## src/rtl/micro_sequencer.sv

```systemverilog
// Microcode sequencer: next-address select (increment/jump/dispatch/return)
// with an optional return stack, built only when MICRO_SEQUENCER_STACK_EN is defined.
module micro_sequencer #(
  parameter int unsigned UADDR_W = 8,
  parameter int unsigned STACK_D = 4
) (
  input  logic               clk,
  input  logic               rst_n,
  input  logic               en,
  input  logic [1:0]         next_sel,
  input  logic [UADDR_W-1:0] target,
  input  logic [5:0]         op,
  input  logic               br_cond,
  input  logic               cond,
  input  logic               call,
  output logic [UADDR_W-1:0] upc,
  output logic [3:0]         sp,
  output logic               stack_ovf,
  output logic               stack_unf
);

  localparam int unsigned SP_W = 4;
  localparam logic [1:0] SEL_INC  = 2'd0;
  localparam logic [1:0] SEL_JUMP = 2'd1;
  localparam logic [1:0] SEL_DISP = 2'd2;
  localparam logic [1:0] SEL_RET  = 2'd3;

  logic [UADDR_W-1:0] upc_inc_c;
  logic [UADDR_W-1:0] dispatch_c;
  logic [UADDR_W-1:0] upc_nxt_c;
  logic               jump_taken_c;

  // Candidate addresses shared by both build variants
  always_comb begin
    upc_inc_c    = upc + UADDR_W'(1);
    dispatch_c   = UADDR_W'({2'b01, op});
    jump_taken_c = (next_sel == SEL_JUMP) && (!br_cond || cond);
  end

`ifdef MICRO_SEQUENCER_STACK_EN
  localparam int unsigned IDX_W = $clog2(STACK_D);

  logic [UADDR_W-1:0] stack_mem [STACK_D];
  logic [IDX_W-1:0]   push_idx_c;
  logic [IDX_W-1:0]   top_idx_c;
  logic               stack_full_c;
  logic               stack_empty_c;
  logic               push_c;
  logic [SP_W-1:0]    sp_nxt_c;
  logic               ovf_nxt_c;
  logic               unf_nxt_c;

  // Next-address and stack-pointer selection
  always_comb begin
    stack_full_c  = (sp == SP_W'(STACK_D));
    stack_empty_c = (sp == '0);
    push_idx_c    = IDX_W'(sp);
    top_idx_c     = IDX_W'(sp - SP_W'(1));
    push_c        = 1'b0;
    upc_nxt_c     = upc_inc_c;
    sp_nxt_c      = sp;
    ovf_nxt_c     = stack_ovf;
    unf_nxt_c     = stack_unf;
    case (next_sel)
      SEL_JUMP: begin
        if (jump_taken_c) begin
          upc_nxt_c = target;
          if (call) begin
            if (stack_full_c) begin
              ovf_nxt_c = 1'b1;
            end else begin
              push_c   = 1'b1;
              sp_nxt_c = sp + SP_W'(1);
            end
          end
        end
      end
      SEL_DISP: upc_nxt_c = dispatch_c;
      SEL_RET: begin
        if (stack_empty_c) begin
          upc_nxt_c = '0;
          unf_nxt_c = 1'b1;
        end else begin
          upc_nxt_c = stack_mem[top_idx_c];
          sp_nxt_c  = sp - SP_W'(1);
        end
      end
      default: ;
    endcase
  end

  // Stack storage is not reset; entries above sp are never read
  always_ff @(posedge clk) begin
    if (en && push_c) begin
      stack_mem[push_idx_c] <= upc_inc_c;
    end
  end

  always_ff @(posedge clk or negedge rst_n) begin
    if (!rst_n) begin
      sp        <= '0;
      stack_ovf <= 1'b0;
      stack_unf <= 1'b0;
    end else if (en) begin
      sp        <= sp_nxt_c;
      stack_ovf <= ovf_nxt_c;
      stack_unf <= unf_nxt_c;
    end
  end
`else
  logic unused_call;
  assign unused_call = call;

  // Without a stack, call is ignored and a return restarts at address 0
  always_comb begin
    upc_nxt_c = upc_inc_c;
    case (next_sel)
      SEL_JUMP: if (jump_taken_c) upc_nxt_c = target;
      SEL_DISP: upc_nxt_c = dispatch_c;
      SEL_RET:  upc_nxt_c = '0;
      default: ;
    endcase
  end

  assign sp        = '0;
  assign stack_ovf = 1'b0;
  assign stack_unf = 1'b0;
`endif

  always_ff @(posedge clk or negedge rst_n) begin
    if (!rst_n) begin
      upc <= '0;
    end else if (en) begin
      upc <= upc_nxt_c;
    end
  end

endmodule
```

## config.mk

```make
export PLATFORM = sky130hd
export DESIGN_NAME = micro_sequencer
export DESIGN_NICKNAME = d
export VERILOG_FILES = /design/src/rtl/micro_sequencer.sv
export SDC_FILE = /design/constraint.sdc
export NUM_CORES = 1
export LEC_CHECK = 0
export CAP_MARGIN = 20
export CORE_MARGIN = 2
export CORE_UTILIZATION = 39
export CTS_BUF_LIST = sky130_fd_sc_hd__clkbuf_16
export CTS_CLUSTER_SIZE = 16
export DETAILED_ROUTE_END_ITERATION = 10
export HOLD_SLACK_MARGIN = 0.08
export PLACE_DENSITY = 0.82
export SYNTH_ARGS = -nofsm -noshare
export SYNTH_HDL_FRONTEND = slang
export SYNTH_SLANG_ARGS = --single-unit
```

## constraint.sdc

```tcl
create_clock -name clk -period 3.6 [get_ports clk]
set_input_delay 0.72 -clock clk [delete_from_list [all_inputs] [get_ports clk]]
set_output_delay 0.72 -clock clk [all_outputs]
set_load 0.05 [all_outputs]
```

==> results of run 1 <==
## worst min-delay path, stage by stage (launching register included)
cell	delay [ns]
sky130_fd_sc_hd__dfrtp_1	0.39
sky130_fd_sc_hd__inv_1	0.07
sky130_fd_sc_hd__o211ai_2	0.08
## layout make-up
type / instances / area [µm²] / area share (%)
multi-input cells: 56 / 359 / 37.8
well taps: 16 / 20.0 / 2.11
inverters: 4 / 15.0 / 1.58
flip-flops and latches: 8 / 200 / 21.1
clock buffers: 3 / 75.1 / 7.91
repair buffers: 28 / 280 / 29.5
## kinds of logic (layout without fill, tap and decap cells)
family	Yosys count	after routing	synth area share [%]
buf+inv	12	35	12.4
flops	8	8	32.5
xor+xnor	1	1	1.42
mux	1	1	1.62
other cells	1	6	0.608
simple gates	22	22	20.7
compound gates	25	25	28.8
fa+ha+maj	1	1	2.03
## placed cells by master (no fill, tap or decap), types with 4 or more instances in the layout
| master | Yosys | routed |
|---|---|---|
| sky130_fd_sc_hd__a222oi_1 | 4 | 4 |
| sky130_fd_sc_hd__clkdlybuf4s50_1 | 0 | 28 |
| sky130_fd_sc_hd__a21oi_1 | 6 | 6 |
| sky130_fd_sc_hd__o21ai_0 | 5 | 5 |
| sky130_fd_sc_hd__inv_1 | 4 | 4 |
| sky130_fd_sc_hd__dfrtp_1 | 8 | 8 |
| sky130_fd_sc_hd__nand3_1 | 5 | 5 |
| sky130_fd_sc_hd__conb_1 | 1 | 6 |
## how the worst min path moves through the flow
| stage | startpoint | endpoint | slack, ns | cells after the start |
|---|---|---|---|---|
| 4_1_cts | upc[7] | upc[7] | 0.58 | 2 |
| 3_5_place_dp | upc[1] | upc[1] | 0.57 | 1 |
| 6_report | upc[7] | upc[7] | 0.58 | 2 |
| 2_1_floorplan | rst_n | upc[0] | 0.42 | 0 |
| 5_1_grt | upc[7] | upc[7] | 0.62 | 2 |
| 3_3_place_gp | upc[4] | upc[4] | 0.56 | 2 |
## power breakdown
group          internal [W]  total, W  switching [W]
combinational     0.0000614  0.000156      0.0000944
clock              0.000144  0.000191      0.0000477
sequential         0.000102  0.000120      0.0000173
## per-layer routing
metal	global-route usage (%)	part of all wire (%)	vias up
li1	-	-	314
met1	22.6	39	307
met2	33.2	50	35
met3	8.75	9.1	4
met4	7.88	1.2	0
met5	0	0	-
## per-stage QoR
step                      hold slack (ns)  setup WS (ns)  util (%)  cells  total power, W
after floorplan                     0.424           1.92         -     76        0.000219
after global placement              0.558           1.31      58.7    112        0.000270
after detailed placement            0.573           1.31      58.7    112        0.000274
after CTS                           0.583           1.34      63.8    115        0.000466
after global routing                0.615           1.28      63.8    115        0.000482
final                               0.582           1.35      63.8    115        0.000467
==> out/qor.txt, run 1 <==
area of placed instances = 875 µm²
endpoint required time on the critical path = 2.88 ns
most frequent cell after synthesis = sky130_fd_sc_hd__dfrtp_1
unrepaired setup endpoints after global routing = false
Vert. Die Dim = 43.8 µm
final-report setup violation count = 0
share of Yosys cell area claimed by the top area cell type = 32.5%
clock tree from TritonCTS = yes
leakage power = 0.401 nW
routed wirelength normalized by instance count = 15.8 µm
antenna diode count = 0
IO Port Bufs = 28
combined global-route utilization of all metal layers = 20.1%
Relative slew margins = 63.3%
Critical Path End Type = primary output
Hold Vio Cnt, Final = 0
Top Ports = 36
post-CTS setup buffer count = 0
final RePlAce weighted congestion = 0.748
proportion of synthesized chip area in sequential cells = 32.5%
initial antenna violation count = 0
number of sinks driven by the clock tree = 8
H-tree levels = 1
CTS Root Cell = sky130_fd_sc_hd__clkbuf_16
Period Utilization, post-route = 62.6%
Worst Reg-to-Reg Cells = 5
Synth area leaders = sky130_fd_sc_hd__dfrtp_1 32%, sky130_fd_sc_hd__buf_4 7.3%, sky130_fd_sc_hd__a222oi_1 6.5%
post-synthesis instance area = 617 µm²
DP Wirelength = 1260 µm
insertion delay of the later-clocked pin in the worst-skew pair = 0.24 ns
EDFF count, synth = 0
Post-synth top cells = 8 x sky130_fd_sc_hd__dfrtp_1, 6 x sky130_fd_sc_hd__a21oi_1, 6 x sky130_fd_sc_hd__buf_4, 5 x sky130_fd_sc_hd__nand3_1, 5 x sky130_fd_sc_hd__o21ai_0
maximum clock skew at final layout = 0.00257 ns
nets@finish = 124
Area Overhead vs Synth = 54.0%
Overflow after GRT = 0
Die ar. = 1920 µm²
post-detailed-routing wire length = 1820 µm
aggregate negative setup slack = 0 ns
largest incremental delay on the critical path = 0.85 ns
Worst Setup Start Kind = flop
Power per Cell Area = 491 nW/µm²
global-route wire length before repair = 2800 µm
outcome = finished clean
CP Cell Sequence = clkdlybuf4s50_1
Initial DRT Pass Iterations = 5
Placement Rows = 14
clock transition at the registers of the reported paths = 0.04 ns
crit path time final = 2.25 ns
number of gates resized after cts = 0
number of buffers inserted during clock tree synthesis = 3
horizontal die dimension = 43.8 µm
Regs by FF count = upc x8
Critical R2R Capture = upc[6]
number of global-route vias before repair = 657
combined buffer and inverter count along the critical path = 1
critical path arrival = 1.53 ns
summed area of non-filler cells in the final layout = 950 µm²
remaining antenna violation count = 0
Setup Crit Path Kind = flop to primary output
slowest stage cell, crit path = sky130_fd_sc_hd__clkdlybuf4s50_1
Top FF cell, synth = sky130_fd_sc_hd__dfrtp_1
post-synthesis sequential element count = 8
Reg2Reg Setup Slack = 2.07 ns
worst setup path endpoint = upc[2]
Synth cell types = 31
type of the worst min-delay path = flop to flop
critical register-to-register path startpoint = upc[0]
# DRC = 0
Gate Count Post-Synth = 71
number of hold buffers added after cts = 0
Worst VDD drop = 0.372 mV
layout cells sized above 1 = 5.05%
final number of max-transition violations = 0
cell taking the most area after synthesis = sky130_fd_sc_hd__dfrtp_1
maximum number of pins on one net before global-route repair = 10
number of vias after detailed routing = 660
critical path peak fanout = 7
logic depth of the worst setup path including buffers = 1
starting density of the core = 41.4%
number of flip-flops under the largest register name = 8
Max clock buf depth = 2
slew at the pin with the worst max-slew slack = 0.551 ns
synthesis warning total = 0
number of violations reported at the end of detailed-routing iteration 0 = 43
CP startpoint = upc[2]
proportion of register bits with asynchronous set or reset after synthesis = 100%
FMAX = 444 MHz
number of max-capacitance violations reported = 0
FILL cells = 123
cell family with most CP delay = buffers and inverters
post-DR vias/cell = 5.74
area of the placeable core = 1490 µm²
Biggest register = upc
synthesized area per cell = 8.69 µm²
Note: power is estimated with default switching activity, not from simulation.
==> inputs of run 2 (changes only) <==
--- a/config.mk
+++ b/config.mk
@@ -7,12 +7,12 @@
 export LEC_CHECK = 0
 export CAP_MARGIN = 20
 export CORE_MARGIN = 2
-export CORE_UTILIZATION = 39
+export CORE_UTILIZATION = 36
 export CTS_BUF_LIST = sky130_fd_sc_hd__clkbuf_16
 export CTS_CLUSTER_SIZE = 16
 export DETAILED_ROUTE_END_ITERATION = 10
 export HOLD_SLACK_MARGIN = 0.08
-export PLACE_DENSITY = 0.82
+export PLACE_DENSITY = 0.77
 export SYNTH_ARGS = -nofsm -noshare
 export SYNTH_HDL_FRONTEND = slang
 export SYNTH_SLANG_ARGS = --single-unit
==> constraint.sdc (replaced) <==
create_clock -name clk -period 2.33 [get_ports clk]
set_input_delay 0.466 -clock clk [delete_from_list [all_inputs] [get_ports clk]]
set_output_delay 0.466 -clock clk [all_outputs]
set_load 0.05 [all_outputs]
==> run 2 against run 1 <==
Net effect: total power grew 52%; cell count is 1.7% higher; global-route usage shrank 1.7 points; clock power increased by 51%; routed wire length down 12%; via count rose by 1.4%; die area rose by 7.6%; sequential share of layout area down 0.33 points; critical path depth did not move; setup slack worse by 0.98 ns; core utilization is 1.9 points lower; clock skew about the same; critical path type unchanged; largest power group unchanged; highest routed layer unchanged.
==> out/qor.txt, run 2 (same netlist as run 1, synthesis figures left out) <==
Hold Vio Cnt, Final = 0 (unchanged)
Overflow after GRT = 0 (unchanged)
antenna diode count = 0 (unchanged)
number of gates resized after cts = 0 (unchanged)
Placement Rows = 14 (unchanged)
maximum clock skew at final layout = 0.00218 ns (was 0.00257 ns)
Internal = 0.000477 W (was 0.000307 W)
Final Worst Setup Slack = 0.364 ns (was 1.35 ns)
clock tree from TritonCTS = yes (unchanged)
slew at the pin with the worst max-slew slack = 0.534 ns (was 0.551 ns)
Max clock buf depth = 2 (unchanged)
CTS Root Cell = sky130_fd_sc_hd__clkbuf_16 (unchanged)
Period Utilization, post-route = 84.4%
number of vias after detailed routing = 669 (was 660)
Critical Path End Type = primary output (unchanged)
layout cells sized above 1 = 6.93% (was 5.05%)
critical register-to-register path startpoint = upc[0] (unchanged)
number of global-route vias before repair = 591 (was 657)
combined global-route utilization of all metal layers = 18.4% (was 20.1%)
FMAX = 509 MHz
most frequent standard cell in the layout excluding fill and tap cells = sky130_fd_sc_hd__clkdlybuf4s50_1 (unchanged)
critical path peak fanout = 7 (unchanged)
Reg2Reg Setup Slack = 0.81 ns (was 2.07 ns)
commonest non-fill, non-tap cells in the layout = 28 x sky130_fd_sc_hd__clkdlybuf4s50_1, 8 x sky130_fd_sc_hd__dfrtp_1, 6 x sky130_fd_sc_hd__a21oi_1, 6 x sky130_fd_sc_hd__conb_1 (unchanged)
number of max-capacitance violations reported = 0 (unchanged)
nets@finish = 126 (was 124)
Relative slew margins = 64.4% (was 63.3%)
# DRC = 0 (unchanged)
Worst Setup Slack post-DPL = 0.363 ns (was 1.31 ns)
slowest stage cell, crit path = sky130_fd_sc_hd__clkdlybuf4s50_1 (unchanged)
outcome = finished clean (unchanged)
IO Port Bufs = 28 (unchanged)
number of buffers inserted during clock tree synthesis = 3 (unchanged)
type of the worst min-delay path = primary input to asynchronous set/reset pin (was flop to flop)
DP Wirelength = 1230 µm (was 1260 µm)
FILL cells = 134 (was 123)
Worst Setup Start Kind = flop (unchanged)
maximum number of pins on one net before global-route repair = 9 (was 10)
remaining antenna violation count = 0 (unchanged)
routed wirelength normalized by instance count = 13.6 µm (was 15.8 µm)
clock share of power = 40.5% (was 41.0%)
Vert. Die Dim = 45.4 µm (was 43.8 µm)
worst hold slack = 0.519 ns (was 0.582 ns)
global-route wire length before repair = 2550 µm (was 2800 µm)
cell family with most CP delay = buffers and inverters (unchanged)
unrepaired setup endpoints after global routing = false (unchanged)
endpoint required time on the critical path = 1.86 ns (was 2.88 ns)
critical path arrival = 1.50 ns (was 1.53 ns)
initial antenna violation count = 0 (unchanged)
Top Ports = 36 (unchanged)
starting density of the core = 39.6% (was 41.4%)
number of sinks driven by the clock tree = 8 (unchanged)
Switching Power = 0.000235 W (was 0.000159 W)
Critical R2R Capture = upc[6] (unchanged)
area of the placeable core = 1560 µm² (was 1490 µm²)
number of violations reported at the end of detailed-routing iteration 0 = 19 (was 43)
post-DR vias/cell = 5.72 (was 5.74)
switching share of power = 33.0% (was 34.1%)
CP Cell Sequence = clkdlybuf4s50_1 (unchanged)
part of the total power dissipated in combinational logic = 33.9% (was 33.4%)
Biggest register = upc (unchanged)
post-CTS setup buffer count = 0 (unchanged)
final number of max-transition violations = 0 (unchanged)
clock transition at the registers of the reported paths = 0.04 ns (about the same)
final-report setup violation count = 0 (unchanged)
Die ar. = 2060 µm² (was 1920 µm²)
Area Overhead vs Synth = 56.4% (was 54.0%)
number of flip-flops under the largest register name = 8 (unchanged)
Power per Cell Area = 737 nW/µm² (was 491 nW/µm²)
combined buffer and inverter count along the critical path = 1 (unchanged)
Worst VDD drop = 0.543 mV (was 0.372 mV)
Regs by FF count = upc x8 (unchanged)
Setup Crit Path Kind = flop to primary output (unchanged)
final core area utilization = 61.9% (was 63.8%)
post-detailed-routing wire length = 1600 µm (was 1820 µm)
horizontal die dimension = 45.4 µm (was 43.8 µm)
Initial DRT Pass Iterations = 4 (was 5)
fraction of power consumed by sequential logic = 25.7% (was 25.6%)
number of hold buffers added after cts = 0 (unchanged)
H-tree levels = 1 (unchanged)
largest incremental delay on the critical path = 0.85 ns (about the same)
aggregate negative setup slack = 0 ns (unchanged)
Worst Reg-to-Reg Cells = 5 (unchanged)
leakage power = 0.411 nW (was 0.401 nW)
final RePlAce weighted congestion = 0.811 (was 0.748)
insertion delay of the later-clocked pin in the worst-skew pair = 0.23 ns (was 0.24 ns)
crit path time final = 1.97 ns
==> run 2: cell types whose count changed in the layout (fill, tap and decap cells not counted) <==
cell	before	now
sky130_fd_sc_hd__buf_4	0	2
==> run 2: how the worst max path moves through the flow <==
stage / to / cells past startpoint / start / slack [ns]
2_1_floorplan: upc[6] / 5 / upc[0] / 0.65
3_3_place_gp: upc[0] / 4 / next_sel[1] / 0.40
3_5_place_dp: upc[0] / 4 / next_sel[1] / 0.36
4_1_cts: upc[0] / 1 / upc[0] / 0.36
5_1_grt: upc[0] / 1 / upc[0] / 0.32
6_report: upc[2] / 1 / upc[2] / 0.36
==> run 2: power groups by stage <==
stage,Sequential (W),Clock [W],Combinational [W]
2_1_floorplan,0.000245,0,0.0000926
4_1_cts,0.000182,0.000294,0.000242
3_3_place_gp,0.000184,0,0.000238
5_1_grt,0.000186,0.000300,0.000256
3_5_place_dp,0.000183,0,0.000241
6_report,0.000183,0.000288,0.000241
==> run 2: layout make-up <==
type / instances / area, µm² / area share [%]
multi-input combinational: 56 / 359 / 37.2
timing repair buffer: 30 / 295 / 30.6
sequential: 8 / 200 / 20.8
clock buffer: 3 / 75.1 / 7.78
tap: 16 / 20.0 / 2.08
inverter: 4 / 15.0 / 1.56
==> run 2: through the flow <==
stage	instances	total power [W]	area, µm²
finish	117	0.000711	965
global route	117	0.000742	965
CTS	117	0.000718	965
detailed placement	114	0.000424	890
global placement	114	0.000422	890
floorplan	76	0.000338	636
==> run 2: layer usage <==
layer / vias up / share of wire, % / global-route usage [%]
met5: - / 0 / 0
met4: 0 / 1.9 / 10.6
met3: 4 / 9.3 / 7.94
met2: 34 / 50 / 27.6
met1: 313 / 39 / 21.8
li1: 318 / - / -
